File: config.mk
export PLATFORM = sky130hd
export DESIGN_NAME = bcd_to_bin_seq
export DESIGN_NICKNAME = d
export VERILOG_FILES = /design/src/rtl/bcd_pkg.sv /design/src/rtl/bcd_mac_step.sv /design/src/rtl/bcd_to_bin_seq.sv
export SDC_FILE = /design/constraint.sdc
export NUM_CORES = 1
export LEC_CHECK = 0
export ABC_AREA = 1
export ABC_CLOCK_PERIOD_IN_PS = 3700
export BUFFER_PORTS_ARGS = -buffer_cell sky130_fd_sc_hd__buf_2
export CAP_MARGIN = 0
export CORE_MARGIN = 4
export CORE_UTILIZATION = 50
export CTS_BUF_LIST = sky130_fd_sc_hd__clkbuf_8
export CTS_CLUSTER_DIAMETER = 60
export CTS_CLUSTER_SIZE = 10
export DETAILED_ROUTE_END_ITERATION = 12
export PLACE_DENSITY_LB_ADDON = 0.1
export SYNTH_ARGS = -nofsm -noshare
export SYNTH_HDL_FRONTEND = slang
export SYNTH_SLANG_ARGS = --single-unit
File: constraint.sdc
create_clock -name clk -period 3.7 [get_ports clk]
set_input_delay 0.925 -clock clk [delete_from_list [all_inputs] [get_ports clk]]
set_output_delay 0.925 -clock clk [all_outputs]
set_load 0.03 [all_outputs]
File: src/rtl/bcd_pkg.sv
// Shared decimal/BCD definitions for the converter, the display decoder and bin_to_bcd.
package bcd_pkg;

   typedef enum logic [1:0] {
      IDLE = 2'd0,
      CONV = 2'd1,
      FIN  = 2'd2
   } bcd_state_e;

   localparam logic [3:0] BCD_MAX  = 4'd9;
   localparam int         DEC_BASE = 10;

endpackage

File: src/rtl/bcd_mac_step.sv
// One decimal accumulate step: acc*10 + digit, saturated to OUT_W bits.
module bcd_mac_step
   import bcd_pkg::*;
#(
   parameter int OUT_W = 8
) (
   input  logic [OUT_W-1:0] acc,
   input  logic [3:0]       digit,
   output logic [OUT_W-1:0] acc_next,
   output logic             ovf
);

   // OUT_W+4 bits hold the worst case (2^OUT_W-1)*10+9 without wrapping.
   logic [OUT_W+3:0] wide;
   logic [OUT_W+3:0] limit;

   // Multiply-add in the widened domain, then clamp to the output range.
   always_comb begin
      wide     = ({4'd0, acc} * (OUT_W+4)'(DEC_BASE)) + {{OUT_W{1'b0}}, digit};
      limit    = {4'd0, {OUT_W{1'b1}}};
      ovf      = (wide > limit);
      acc_next = ovf ? {OUT_W{1'b1}} : wide[OUT_W-1:0];
   end

endmodule

File: src/rtl/bcd_to_bin_seq.sv
// Sequential BCD to binary converter, one digit per clock, start/busy/done handshake.
//
// state | meaning
// IDLE  | waiting for START; outputs hold last result
// CONV  | consuming one digit per edge, most significant first
// FIN   | DONE pulse; BIN/ERR/OVF valid
module bcd_to_bin_seq
   import bcd_pkg::*;
#(
   parameter int NUM_DIGITS = 3,
   parameter int OUT_W      = 8
) (
   input  logic                    clk,
   input  logic                    rst_n,
   input  logic                    START,
   input  logic [4*NUM_DIGITS-1:0] BCD_IN,
   output logic [OUT_W-1:0]        BIN,
   output logic                    BUSY,
   output logic                    DONE,
   output logic                    ERR,
   output logic                    OVF
);

   localparam int CNT_W = (NUM_DIGITS > 1) ? $clog2(NUM_DIGITS) : 1;

   bcd_state_e              state;
   logic [4*NUM_DIGITS-1:0] sreg;
   logic [OUT_W-1:0]        acc;
   logic [CNT_W-1:0]        cnt;
   logic                    ovf_f;
   logic                    bad_digit;
   logic [OUT_W-1:0]        mac_acc;
   logic                    mac_ovf;

   // Any nibble above 9 on the input bus marks the capture as invalid.
   always_comb begin
      bad_digit = 1'b0;
      for (int i = 0; i < NUM_DIGITS; i++) begin
         if (BCD_IN[4*i +: 4] > BCD_MAX) bad_digit = 1'b1;
      end
   end

   bcd_mac_step #(.OUT_W(OUT_W)) u_mac (
      .acc      (acc),
      .digit    (sreg[4*NUM_DIGITS-1 -: 4]),
      .acc_next (mac_acc),
      .ovf      (mac_ovf)
   );

   // Control FSM with registered handshake and result outputs.
   always_ff @(posedge clk or negedge rst_n) begin
      if (!rst_n) begin
         state <= IDLE;
         sreg  <= '0;
         acc   <= '0;
         cnt   <= '0;
         ovf_f <= 1'b0;
         BIN   <= '0;
         BUSY  <= 1'b0;
         DONE  <= 1'b0;
         ERR   <= 1'b0;
         OVF   <= 1'b0;
      end else begin
         case (state)
            IDLE: begin
               DONE <= 1'b0;
               if (START) begin
                  sreg  <= BCD_IN;
                  acc   <= '0;
                  cnt   <= CNT_W'(NUM_DIGITS - 1);
                  ovf_f <= 1'b0;
                  OVF   <= 1'b0;
                  BUSY  <= 1'b1;
                  if (bad_digit) begin
                     ERR   <= 1'b1;
                     BIN   <= '0;
                     DONE  <= 1'b1;
                     state <= FIN;
                  end else begin
                     ERR   <= 1'b0;
                     state <= CONV;
                  end
               end
            end
            CONV: begin
               acc   <= mac_acc;
               ovf_f <= ovf_f | mac_ovf;
               sreg  <= sreg << 4;
               cnt   <= cnt - CNT_W'(1);
               if (cnt == '0) begin
                  BIN   <= mac_acc;
                  OVF   <= ovf_f | mac_ovf;
                  DONE  <= 1'b1;
                  state <= FIN;
               end
            end
            FIN: begin
               DONE  <= 1'b0;
               BUSY  <= 1'b0;
               state <= IDLE;
            end
            default: begin
               DONE  <= 1'b0;
               BUSY  <= 1'b0;
               state <= IDLE;
            end
         endcase
      end
   end

endmodule

==> results.md, run 1 <==
Cells and area:
- Leaving out filler cells and counting taps, the final layout contains 343.
- For this run, the post-layout net count is 325.
- The filler cells instantiated in the layout total roughly 400.
- The antenna cell count is 0.
- From synthesis to final layout, the design area changed by 13.3%.
- The share of cells above drive strength 1 is a little under a fifth.
- For this run, the share of the core covered by cells in the final layout is 59.8%.

Logic synthesis:
- In this run the cell area of the synthesized design comes to 2160 µm².
- The register bit count reported by yosys is 37.
- The async set-reset flop share out of synthesis is 100%.
- Sequential elements use 42.9% of the synthesized area.
- The average instance in the mapped netlist occupies a little over 8 µm².
- The count of yosys warnings during synthesis is 0.
- Counting flops with a built-in enable in the synthesized netlist gives 0.
- Among all flip-flop cells after synthesis, the most frequent one is dfrtp_1.
- The count of mapped cells out of synthesis is approximately 260.
- The net count of the mapped netlist is ~300.
- Counting distinct cell types in the post-synthesis netlist gives 29.

Placement:
- Input and output buffers added on the ports amount to 26.
- The HPWL after detailed placement is 3390 µm.
- At the end of routability-driven placement, the weighted congestion stood at approximately 0.77.
- Including well taps, the total number of placed cells is 335.
- Prior to clock tree synthesis, the placed netlist has a worst setup slack of 1.12 ns.

Pwr:
- Summing internal, switching and leakage power gives 0.00236 W.
- IR analysis of the VDD net gives a maximum drop of roughly 0.00044 V.
- Dividing total power by cell area gives a power density of 965 nW/µm².
- The static leakage power is between 1 and 1.5 nW.

Route:
- The count of nets left with antenna violations once routing finished came out at 0.
- In the final routed layout, each cell accounts on average for ~13 µm.
- In this run, the number of DRC markers left after iteration 0 of detailed routing was 70.
- The first-pass iteration count of the detailed router is 4.
- For this block, the routed nets add up to 4450 µm of wire.
- After detailed routing, the number of vias per cell comes to a little over 5.
- The post-detailed-route DRC marker count is 0.
- The vias after detailed routing is 1729.

Worst setup path:
- The kind of end point of the critical path is a flop.
- The category of the most critical setup path is flop to flop.
- The type of origin of the critical path is a flop.
- The largest fanout of any net on the critical path is 9.
- For this run, the slowest stage of the critical path takes 0.44 ns.
- Data arrives at the worst endpoint at 2.78 ns.
- The cell with the largest stage delay on the worst path is dfrtp_1.
- The critical path goes through ha_1, ha_1, fa_1, xor2_1, nand2_1, nor2_2, nand2_1, nand2_2, nand2_4, nor2_8, nand3_1, nand3_1, nand2_1.
- For the worst setup path, the data required time is 3.89 ns.
- The most numerous cell type found on the critical path is nand2_1.
- The family with the most delay on the worst path is adder cells.
- The buffers plus inverters on the worst setup path is 0.

Timing:
- On the final layout, the worst clock skew is 0.00334 ns.
- At the pin with the least slew margin, the transition time is 0.830 ns.
- In this run the tightest slew margin relative to its limit is 44.5%.
- Based on the critical path, the design can be clocked at up to roughly 0.39 GHz.
- Setup repair after global routing left no endpoint under its margin.
- The worst path meets setup with 1.11 ns of slack.
- The number of max-slew violations in the final report is 0.
- The number of setup violations in the final report is 0.
- The final critical-path required period is 2.59 ns.
- The setup TNS is 0 ns.
- Dividing the final minimum period by the clock period gives 70.0%.
- The final count of hold timing violations was 0.

Global route:
- The global-route wire length before repair is around 7900 µm.
- The number of global-route vias before repair is 1722.
- Across every metal layer, demand over resource in global routing totals 19.2%.
- Entering global routing, the biggest net connects 38 pins.
- The initial antenna violation count is 0.
- Global routing finished with a remaining overflow of 0.

Run:
- Max-cap violations in this run came to 0.

Clock network:
- The root buffer cell chosen for the clock tree is clkbuf_8.
- The post-CTS setup repair buffer count is 0.
- The CTS tree is built.
- The number of buffers between clock root and the deepest sink is 2.
- The total CTS buffers is 5.
- CTS saw 37 sinks.
- At the later pin of the worst-skew pair, clock insertion delay measures 0.29 ns.
- Once the clock tree was built, the resizer swapped 0 gates to a different size.
- The clock transition time at the flip-flop clock pins of the worst setup and hold paths is 0.08 ns.
- The CTS H-tree depth is 2.
- After clock tree synthesis, the flow added hold-fix buffers numbering 0.

Floorplan:
- The count of standard-cell rows is 23.
- The die covers around 5400 µm².
- The placeable core region is 4090 µm².
- The floorplan die width is approximately 74 µm.
- 27 I/O pins were placed.
- The effective utilization at floorplan is 52.8%.
- The die is 73.7 µm tall.

Status:
- The flow ran to the end, and the final reports show no timing, DRC or antenna violations.

Worst hold path:
- The min-delay analysis places its worst path in the category flop to flop.
-- cell families after synthesis --
group                      share of synthesized area (%)
and+or+nand+nor                                     28.2
DFF                                                 42.9
AOI/OAI and AO/OA                                   9.45
buffers and inverters                               6.21
adders and majority gates                           11.1
xor gates and xnor gates                            2.03
-- per-stage QoR --
stage	cell area, µm²	hold slack, ns
floorplan	2160	0.453
finish	2440	0.479
global route	2440	0.492
detailed placement	2340	0.460
CTS	2440	0.481
global placement	2340	0.461
-- cells in the final DEF (no fill, tap or decap) --
cell type,netlist,layout
a22o_1,1,1
inv_2,7,7
o21ai_1,3,3
nor2_8,2,2
or2_0,1,1
clkbuf_8,0,7
nor2_2,2,2
inv_1,22,22
nor2_1,14,14
dfrtp_1,37,37
o21ai_0,15,15
fa_1,2,2
ha_1,16,16
xnor2_1,3,3
nand3_1,22,22
a21boi_1,1,1
nand3_2,4,4
o22ai_1,1,1
inv_6,0,1
nand2_4,1,1
buf_4,1,2
a22oi_1,2,2
and2_1,1,1
nand2_2,3,3
nand3b_1,1,1
nand2_1,81,81
a21oi_4,1,1
a21oi_1,12,12
buf_2,2,26
xor2_1,2,2
-- state kept, by name, indices dropped and copies added (netlist names) --
signal / flops
ovf_f: 1
DONE: 1
BUSY: 1
state: 2
sreg: 12
BIN: 8
cnt: 2
ERR: 1
OVF: 1
acc: 8
-- cell type report --
| class | instances | area (µm²) | share of cell area [%] |
|---|---|---|---|
| clock inverter | 1 | 8.76 | 0.358 |
| timing repair buffer | 28 | 145 | 5.94 |
| clock buffer | 7 | 96.3 | 3.94 |
| sequential | 37 | 926 | 37.9 |
| tap | 50 | 62.6 | 2.56 |
| multi-input combinational | 191 | 1100 | 44.9 |
| inverter | 29 | 109 | 4.45 |
-- Yosys cell counts, types with 2 or more instances --
| cell type | number | share of area, % |
|---|---|---|
| a21oi_1 | 12 | 2.8 |
| a22oi_1 | 2 | 0.70 |
| buf_2 | 2 | 0.46 |
| clkbuf_1 | 2 | 0.35 |
| dfrtp_1 | 37 | 43 |
| fa_1 | 2 | 1.9 |
| ha_1 | 16 | 9.3 |
| inv_1 | 22 | 3.8 |
| inv_2 | 7 | 1.2 |
| nand2_1 | 81 | 14 |
| nand2_2 | 3 | 0.87 |
| nand3_1 | 22 | 5.1 |
| nand3_2 | 4 | 1.9 |
| nor2_1 | 14 | 2.4 |
| nor2_2 | 2 | 0.58 |
| nor2_8 | 2 | 1.9 |
| o21ai_0 | 15 | 3.5 |
| o21ai_1 | 3 | 0.70 |
| xnor2_1 | 3 | 1.2 |
| xor2_1 | 2 | 0.81 |
-- where the power goes --
part	internal [W]	total, W	switching [W]	leakage [nW]
Clock	0.000172	0.000324	0.000152	0.0549
Combinational	0.000482	0.00135	0.000868	0.793
Sequential	0.000579	0.000687	0.000109	0.467
-- metal layers --
metal	routed length [µm]	vias up	share of wire [%]	track usage, %
li1	-	899	-	-
met5	0	-	0	0
met1	2060	801	46	24.4
met3	172	5	3.9	4.24
met4	61	0	1.4	6.04
met2	2160	24	49	32.2
-- tightest hold or removal path, delay by kind of cell, from the launching register on --
family	cells	cell delay [ns]
AND/OR/NAND/NOR	2	0.11
flip-flops	1	0.34
-- final timing paths --
check,startpoint,endpoint,slack [ns],cells after the start
max,acc[1],BIN[0],1.11,13
min,BIN[2],BIN[2],0.48,2
max reg2reg,acc[1],BIN[0],1.11,13
min reg2reg,BIN[2],BIN[2],0.48,2
max in group asynchronous,rst_n,BIN[1],2.46,1
min in group asynchronous,rst_n,sreg[7],0.72,1
(Power assumes the default switching activity.)
==> run 2: changes to the inputs <==
Settings changed: ABC_AREA 1 to 0, ABC_CLOCK_PERIOD_IN_PS 3700 to 2600.
Clock period 3.7 ns to 2.6 ns, I/O delays scaled along.
==> results.md, run 2 <==
Status:
- The flow ran to the end, and the final reports show no timing, DRC or antenna violations.

Global route:
- The total global routing overflow is 0 (unchanged).
- The global-route total usage across every layer is 18.2% (-0.95 points).
- The global-route wire length before repair came to 7560 µm (-4.6%).
- The initial antenna violation count is 0 (unchanged).
- The maximum number of pins on one net before global-route repair is 38 (unchanged).
- The number of global-route vias before repair is 1651 (-4.1%).

Timing:
- The maximum clock skew at final layout is 0.00515 ns (+0.00181 ns).
- The actual slew at the worst max-slew pin came to 0.821 ns (-0.00932 ns).
- The number of setup violations in the final report is 0 (unchanged).
- The setup TNS came to 0 ns (unchanged).
- The share of the cycle needed by the critical path after routing is 99.3% (+29 points).
- The final critical-path required period is 2.58 ns (-0.00818 ns).
- The least setup slack across all paths after layout is 0.0190 ns (-1.09 ns).
- The worst slew margin relative to its limit is 45.3% (+0.83 points).
- The final count of hold timing violations is 0 (unchanged).
- The number of max-slew violations in the final report is 0 (unchanged).
- Setup repair after global routing could not meet its margin everywhere.
- The peak clock frequency supported by timing is 0.387 GHz (+0.32%).

Worst setup path:
- The category of the most critical setup path is flop to flop.
- The required time at the endpoint of the critical path is 2.76 ns (-1.13 ns).
- The end of the worst register-to-register path is OVF.
- The family with the most delay on the worst path is adder cells.
- The register-to-register setup slack was 0.02 ns (-1.09 ns).
- The worst setup path is launched from a flop.
- Among all stages on the critical path, the largest delay is contributed by fa_2.
- The critical path starts at acc[3].
- The cell depth of the worst flop-to-flop path is 9 (-4).
- The biggest cell delay along the critical path came to 0.41 ns (-0.03 ns).
- The largest fanout of any net on the critical path came to 18 (+9).
- The worst register-to-register path begins at acc[3].
- The signal on the critical path passes through ha_1, ha_2, fa_2, a21oi_2, o22ai_1, or2_2, a2111oi_4, buf_12, o211ai_1.
- The kind of end point of the critical path is a flop.
- The buffers plus inverters on the worst setup path was 1 (+1).
- The data arrival time of the critical path is 2.74 ns (-0.04 ns).

Placement:
- The final RePlAce weighted congestion was 0.798 (+3.5%).
- The HPWL after detailed placement came to 3330 µm (-1.7%).
- The placed cell count is 293 (-13%).
- The port buffer count came to 26 (unchanged).
- The area after detailed placement is 2380 µm² (+1.9%).
- The pre-CTS setup slack is -0.00616 ns (-1.12 ns).

Floorplan:
- The effective utilization at floorplan was 52.5% (-0.24 points).
- The y dimension of the die is 73.3 µm (-0.52%).
- The number of top-level design ports is 27 (unchanged).
- The placeable core region was 4060 µm² (-0.70%).
- The floorplan die width is 73.3 µm (-0.52%).
- The full die area is 5370 µm² (-1.0%).
- The count of standard-cell rows came to 23 (unchanged).

Route:
- The count of routing violations after the opening detailed-route iteration is 54 (-23%).
- The detailed-route wire length is 4400 µm (-1.1%).
- The first-pass iteration count of the detailed router is 4 (unchanged).
- The average wire length per cell after detail routing is 14.6 µm (+13%).
- The vias after detailed routing was 1663 (-3.8%).
- The number of nets with antenna violations after detailed routing is 0 (unchanged).
- The post-detailed-route DRC marker count is 0 (unchanged).
- The via density per instance is 5.52 (+9.6%).

Clock network:
- The clock network latency to the later pin of the worst-skew pair is 0.29 ns (about the same).
- The post-CTS setup repair buffer count was 0 (unchanged).
- The clock transition time at the flip-flop clock pins of the worst setup and hold paths is 0.07 ns (about the same).
- The number of buffers between clock root and the deepest sink was 2 (unchanged).
- The sink count of the clock tree is 37 (unchanged).
- The CTS tree is built.
- The number of buffers added to fix hold violations after cts is 0 (unchanged).
- The number of gates resized after CTS was 1 (+1).
- The buffer type at the clock tree root is clkbuf_8.
- The CTS H-tree depth is 2 (unchanged).
- The total CTS buffers came to 5 (unchanged).

Cells and area:
- The register area is 926 µm² (unchanged).
- The utilization of the core after routing was 61.8% (+2.0 points).
- The total area of multi-input combinational cells is 1160 µm² (+6.0%).
- The number of flip-flops in the largest register is 12 (unchanged).
- The number of nets at the end of the flow came to 283 (-13%).
- The post-route non-filler standard cell count is 301 (-12%).
- The share of cells above drive strength 1 came to 23.9% (+4.8 points).
- The antenna cell count came to 0 (unchanged).
- The number of filler cells placed in the layout is 355 (-10%).
- The register with the most flip-flops is sreg.
- Compared with the post-synthesis result, the final layout area differs by 17.7%.
- The largest registers in the layout are sreg (12), BIN (8), acc (8).
- The most common library cell in the layout ignoring fill and taps is dfrtp_1.
- The post-route cell area came to 2510 µm² (+2.6%).
- Leaving out fill and tap cells, the most frequent cells in the layout are 37 x dfrtp_1, 31 x o21ai_0, 26 x buf_2, 21 x nand2_1, 16 x a22oi_1.

Pwr:
- The static leakage power is 1.16 nW (-11%).
- The power density over the cells is 1510 nW/µm² (+56%).
- The worst ir drop on vdd is 0.000598 V (+36%).

Logic synthesis:
- The per-instance average area after synthesis was 9.83 µm² (+19%).
- The count of mapped cells out of synthesis was 217 (-17%).
- The count of yosys warnings during synthesis was 0 (unchanged).
- The number of distinct standard cells referenced by the synthesized netlist is 34 (+17%).
- The number of synthesized flops with an enable pin is 0 (unchanged).
- The net count of the mapped netlist is 250 (-15%).
- The async set-reset flop share out of synthesis is 100% (unchanged).
- The synthesized design spends more area on one cell type than any other, namely dfrtp_1.
- After synthesis, the cell types taking the most area are dfrtp_1 43%, ha_1 9.4%, o21ai_0 7.7%.
- The register area share after synthesis is 43.4% (+0.50 points).
- The area of the mapped netlist is 2130 µm² (-1.2%).
- The top-area cell type share of the netlist area was 43.4% (+0.50 points).
- Sorting the synthesized cells by how often they occur yields 37 x dfrtp_1, 33 x o21ai_0, 21 x nand2_1, 16 x a22oi_1, 16 x ha_1.
- By instance count, the leading cell after synthesis is dfrtp_1.
- The register bit count reported by yosys came to 37 (unchanged).
- The top flip-flop cell by instance count after synthesis is dfrtp_1.

Run:
- The total of max-cap violations was 0 (unchanged).

Worst hold path:
- The class of the most critical hold timing path is input pin to asynchronous set/reset pin.
-- run 2: worst max path at each step --
stage | to | slack [ns] | cells past startpoint
detailed placement | BIN[0] | -0.006 | 9
global route | acc[7] | -0.11 | 10
CTS | OVF | 0.007 | 9
finish | OVF | 0.02 | 9
floorplan | acc[0] | 0.004 | 9
global placement | OVF | 0.04 | 9
-- run 2: stage by stage --
step	total power, W	hold WS [ns]
3_3_place_gp	0.00324	0.460
2_1_floorplan	0.00261	0.354
3_5_place_dp	0.00327	0.471
6_report	0.00378	0.456
4_1_cts	0.00380	0.481
5_1_grt	0.00414	0.501
-- run 2: logic make-up (layout without fill, tap and decap cells) --
group,Yosys count,count (layout),share of synthesized area (%)
AND/OR/NAND/NOR,54,54,13.0
multiplexers,10,10,4.75
buffers and inverters,16,50,3.17
flip-flops,37,37,43.4
adder cells (fa/ha/maj),18,18,11.3
AO/OA/AOI/OAI,75,75,21.5
XOR/XNOR,7,7,2.88
-- run 2: routing by layer --
layer,global-route usage (%),vias to the layer above,share of wire [%]
met5,0,-,0
met4,5.63,0,0.95
met3,4.51,6,4.2
met2,30.8,35,49
met1,23.0,782,46
li1,-,840,-
-- run 2: final cells by class --
class	instances	share of cell area, %
Timing Repair Buffer	35	8.38
Clock inverter	2	1.50
Sequential cell	37	36.9
Multi-Input combinational cell	164	46.4
Inverter	7	1.05
Tap cell	50	2.49
Clock buffer	6	3.29
-- run 2: where the power goes --
group / internal (W) / switching [W] / leakage, nW / total, W
sequential: 0.000826 / 0.000194 / 0.468 / 0.00102
combinational: 0.000964 / 0.00128 / 0.639 / 0.00225
clock: 0.000312 / 0.000203 / 0.0574 / 0.000514
total: 0.00210 / 0.00168 / 1.16 / 0.00378
==> run 3: changes to the inputs <==
Settings changed: CORE_MARGIN 4 to 2, CORE_UTILIZATION 50 to 60.
==> results.md, run 3 (synthesized netlist as in run 2, its figures left out) <==
Global route:
- The met2 global-route usage is 50.1% (+19 points).
- The maximum number of pins on one net before global-route repair is 38 (unchanged).
- After global routing, the most crowded layer is met2.
- The initial antenna violation count is 0 (unchanged).
- The met3 global-route usage is 5.71% (+1.2 points).
- The global-route wire length before repair is 8680 µm (+15%).
- The global-route track usage on met1 was 32.0% (+9.0 points).
- The number of global-route vias before repair is 1848 (+12%).
- The total global routing overflow was 0 (unchanged).
- The global-route total usage across every layer was 28.1% (+9.9 points).

Route:
- The average wire length per cell after detail routing is 17.0 µm (+16%).
- The via density per instance is 5.87 (+6.3%).
- The number of nets with antenna violations after detailed routing was 0 (unchanged).
- The first-pass iteration count of the detailed router was 4 (unchanged).
- The post-detailed-route DRC marker count came to 0 (unchanged).
- The vias after detailed routing is 1774 (+6.7%).
- The count of routing violations after the opening detailed-route iteration is 147 (+170%).
- The detailed-route wire length is 5120 µm (+16%).

Worst setup path:
- The largest fanout of any net on the critical path is 4 (-14).
- STA classifies the critical path endpoint as a flop.
- The type of origin of the critical path is a flop.
- The data arrival time of the critical path is 2.82 ns (+0.08 ns).
- The most critical setup path has its startpoint at acc[3].
- In this run the critical register-to-register path is launched from acc[3].
- The required time at the endpoint of the critical path is 2.78 ns (+0.02 ns).
- The critical path in this run is classified as flop to flop.

Placement:
- The port buffer count is 26 (unchanged).
- The final RePlAce weighted congestion is 0.879 (+10%).
- The HPWL after detailed placement came to 3470 µm (+4.4%).
- The pre-CTS setup slack is -0.0147 ns (-0.00849 ns).

Status:
- The run finished, with violations left.
- The checks that failed: negative setup slack.

Cells and area:
- The share of cells above drive strength 1 is 29.7% (+5.8 points).
- The register area is 927 µm² (+0.14%).
- The number of flip-flops in the largest register came to 12 (unchanged).
- The number of nets at the end of the flow is 288 (+1.8%).
- The antenna cell count is 0 (unchanged).
- The top cell types in the final layout, fill and taps aside, are 36 x dfrtp_1, 27 x buf_2, 23 x o21ai_0, 21 x nand2_1, 16 x a22oi_1.
- The layout-stage area growth over the synthesis result is 20.2%.
- More flip-flops sit in one register than any other, and that register is sreg.
- The total area of multi-input combinational cells is 1240 µm² (+6.3%).
- The largest registers in the layout are sreg (12), BIN (8), acc (8).
- The number of filler cells placed in the layout is 255 (-28%).
- The most common library cell in the layout ignoring fill and taps is dfrtp_1.

Timing:
- The number of setup violations in the final report came to 10 (+10).
- The final critical-path required period came to 2.64 ns (+0.0606 ns).
- The final count of hold timing violations is 0 (unchanged).
- The actual slew at the worst max-slew pin is 0.814 ns (-0.00665 ns).
- Setup repair after global routing could not meet its margin everywhere.
- The number of max-slew violations in the final report is 0 (unchanged).
- The worst slew margin relative to its limit is 45.7% (+0.44 points).
- The peak clock frequency supported by timing was 0.379 GHz (-2.3%).
- The share of the cycle needed by the critical path after routing came to 102% (+2.3 points).
- The maximum clock skew at final layout is 0.00700 ns (+0.00185 ns).
- The least setup slack across all paths after layout is -0.0415 ns (-0.0606 ns).

Floorplan:
- The number of top-level design ports is 27 (unchanged).
- The count of standard-cell rows is 21 (-8.7%).
- The effective utilization at floorplan is 63.4% (+11 points).
- The y dimension of the die is 63.6 µm (-13%).
- The full die area is 4050 µm² (-25%).
- The floorplan die width is 63.6 µm (-13%).
- The placeable core region is 3360 µm² (-17%).

Clock network:
- The buffer type at the clock tree root is clkbuf_8.
- The total CTS buffers is 5 (unchanged).
- The clock network latency to the later pin of the worst-skew pair is 0.30 ns (about the same).
- The number of buffers added to fix hold violations after cts came to 0 (unchanged).
- TritonCTS built the clock tree.
- The sink count of the clock tree was 37 (unchanged).
- The clock transition time at the flip-flop clock pins of the worst setup and hold paths was 0.07 ns (about the same).
- The CTS H-tree depth was 2 (unchanged).
- The number of buffers between clock root and the deepest sink was 2 (unchanged).

Run:
- The total of max-cap violations was 0 (unchanged).

Worst hold path:
- The path class of the tightest hold or removal check is input pin to asynchronous set/reset pin.
## run 3: cell count changes in the layout (fill, tap and decap cells not counted), sizes merged
cell / delta
buf: +5
clkinv: +2
bufinv: -1
clkbuf: -1
clkinvlp: -1
inv: +1
## run 3: per-layer routing
| metal | part of all wire (%) | wire length (µm) | vias up |
|---|---|---|---|
| li1 | - | - | 858 |
| met1 | 42 | 2140 | 844 |
| met2 | 50 | 2590 | 56 |
| met3 | 4.6 | 235 | 16 |
| met4 | 3.2 | 164 | 0 |
| met5 | 0 | 0 | - |
## run 3: worst paths after layout
check | endpoint | slack, ns | cells after the start
setup / recovery | BIN[1] | -0.04 | 9
hold / removal | sreg[5] | 0.44 | 1
setup reg to reg | BIN[1] | -0.04 | 9
hold reg to reg | sreg[7] | 0.49 | 2
max in group asynchronous | acc[3] | 1.59 | 1
min in group clk | sreg[7] | 0.49 | 2
## run 3: cell type report
| cell class | count | area share, % |
|---|---|---|
| Multi-Input combinational cell | 164 | 48.3 |
| Sequential cell | 37 | 36.2 |
| Timing Repair Buffer | 40 | 9.08 |
| Clock buffer | 5 | 2.68 |
| Tap cell | 46 | 2.24 |
| Inverter | 7 | 1.02 |
| Clock inverter | 3 | 0.537 |
## run 3: through the flow
| stage | instances | instance area [µm²] | hold WS (ns) | utilization [%] | setup TNS (ns) |
|---|---|---|---|---|---|
| floorplan | 217 | 2150 | 0.354 | - | 0 |
| global placement | 287 | 2350 | 0.462 | 69.9 | 0 |
| detailed placement | 287 | 2350 | 0.475 | 69.9 | -0.0745 |
| CTS | 298 | 2500 | 0.476 | 74.3 | -0.00644 |
| global route | 302 | 2560 | 0.517 | 76.2 | -2.05 |
| finish | 302 | 2560 | 0.445 | 76.2 | -0.175 |
## run 3: repair_timing
action | CTS | global route
gates resized for setup | 11 | 18
setup buffers | 1 | 4
gates cloned | 2 | 0
pin swaps | 4 | 4
setup endpoints to repair | 18 | 18
## run 3: critical path: stages (launching register included)
cell       delay [ns]
dfrtp_2          0.44
ha_4             0.26
ha_4             0.17
fa_2             0.39
a21oi_2          0.17
o22ai_2          0.09
or2_4            0.24
a2111oi_4        0.45
buf_2            0.23
o21ai_0          0.09
Power of run 3 is left out: the tool's default activity adds up to more than one toggle a clock period on the data nets, which glitch-free logic cannot reach.
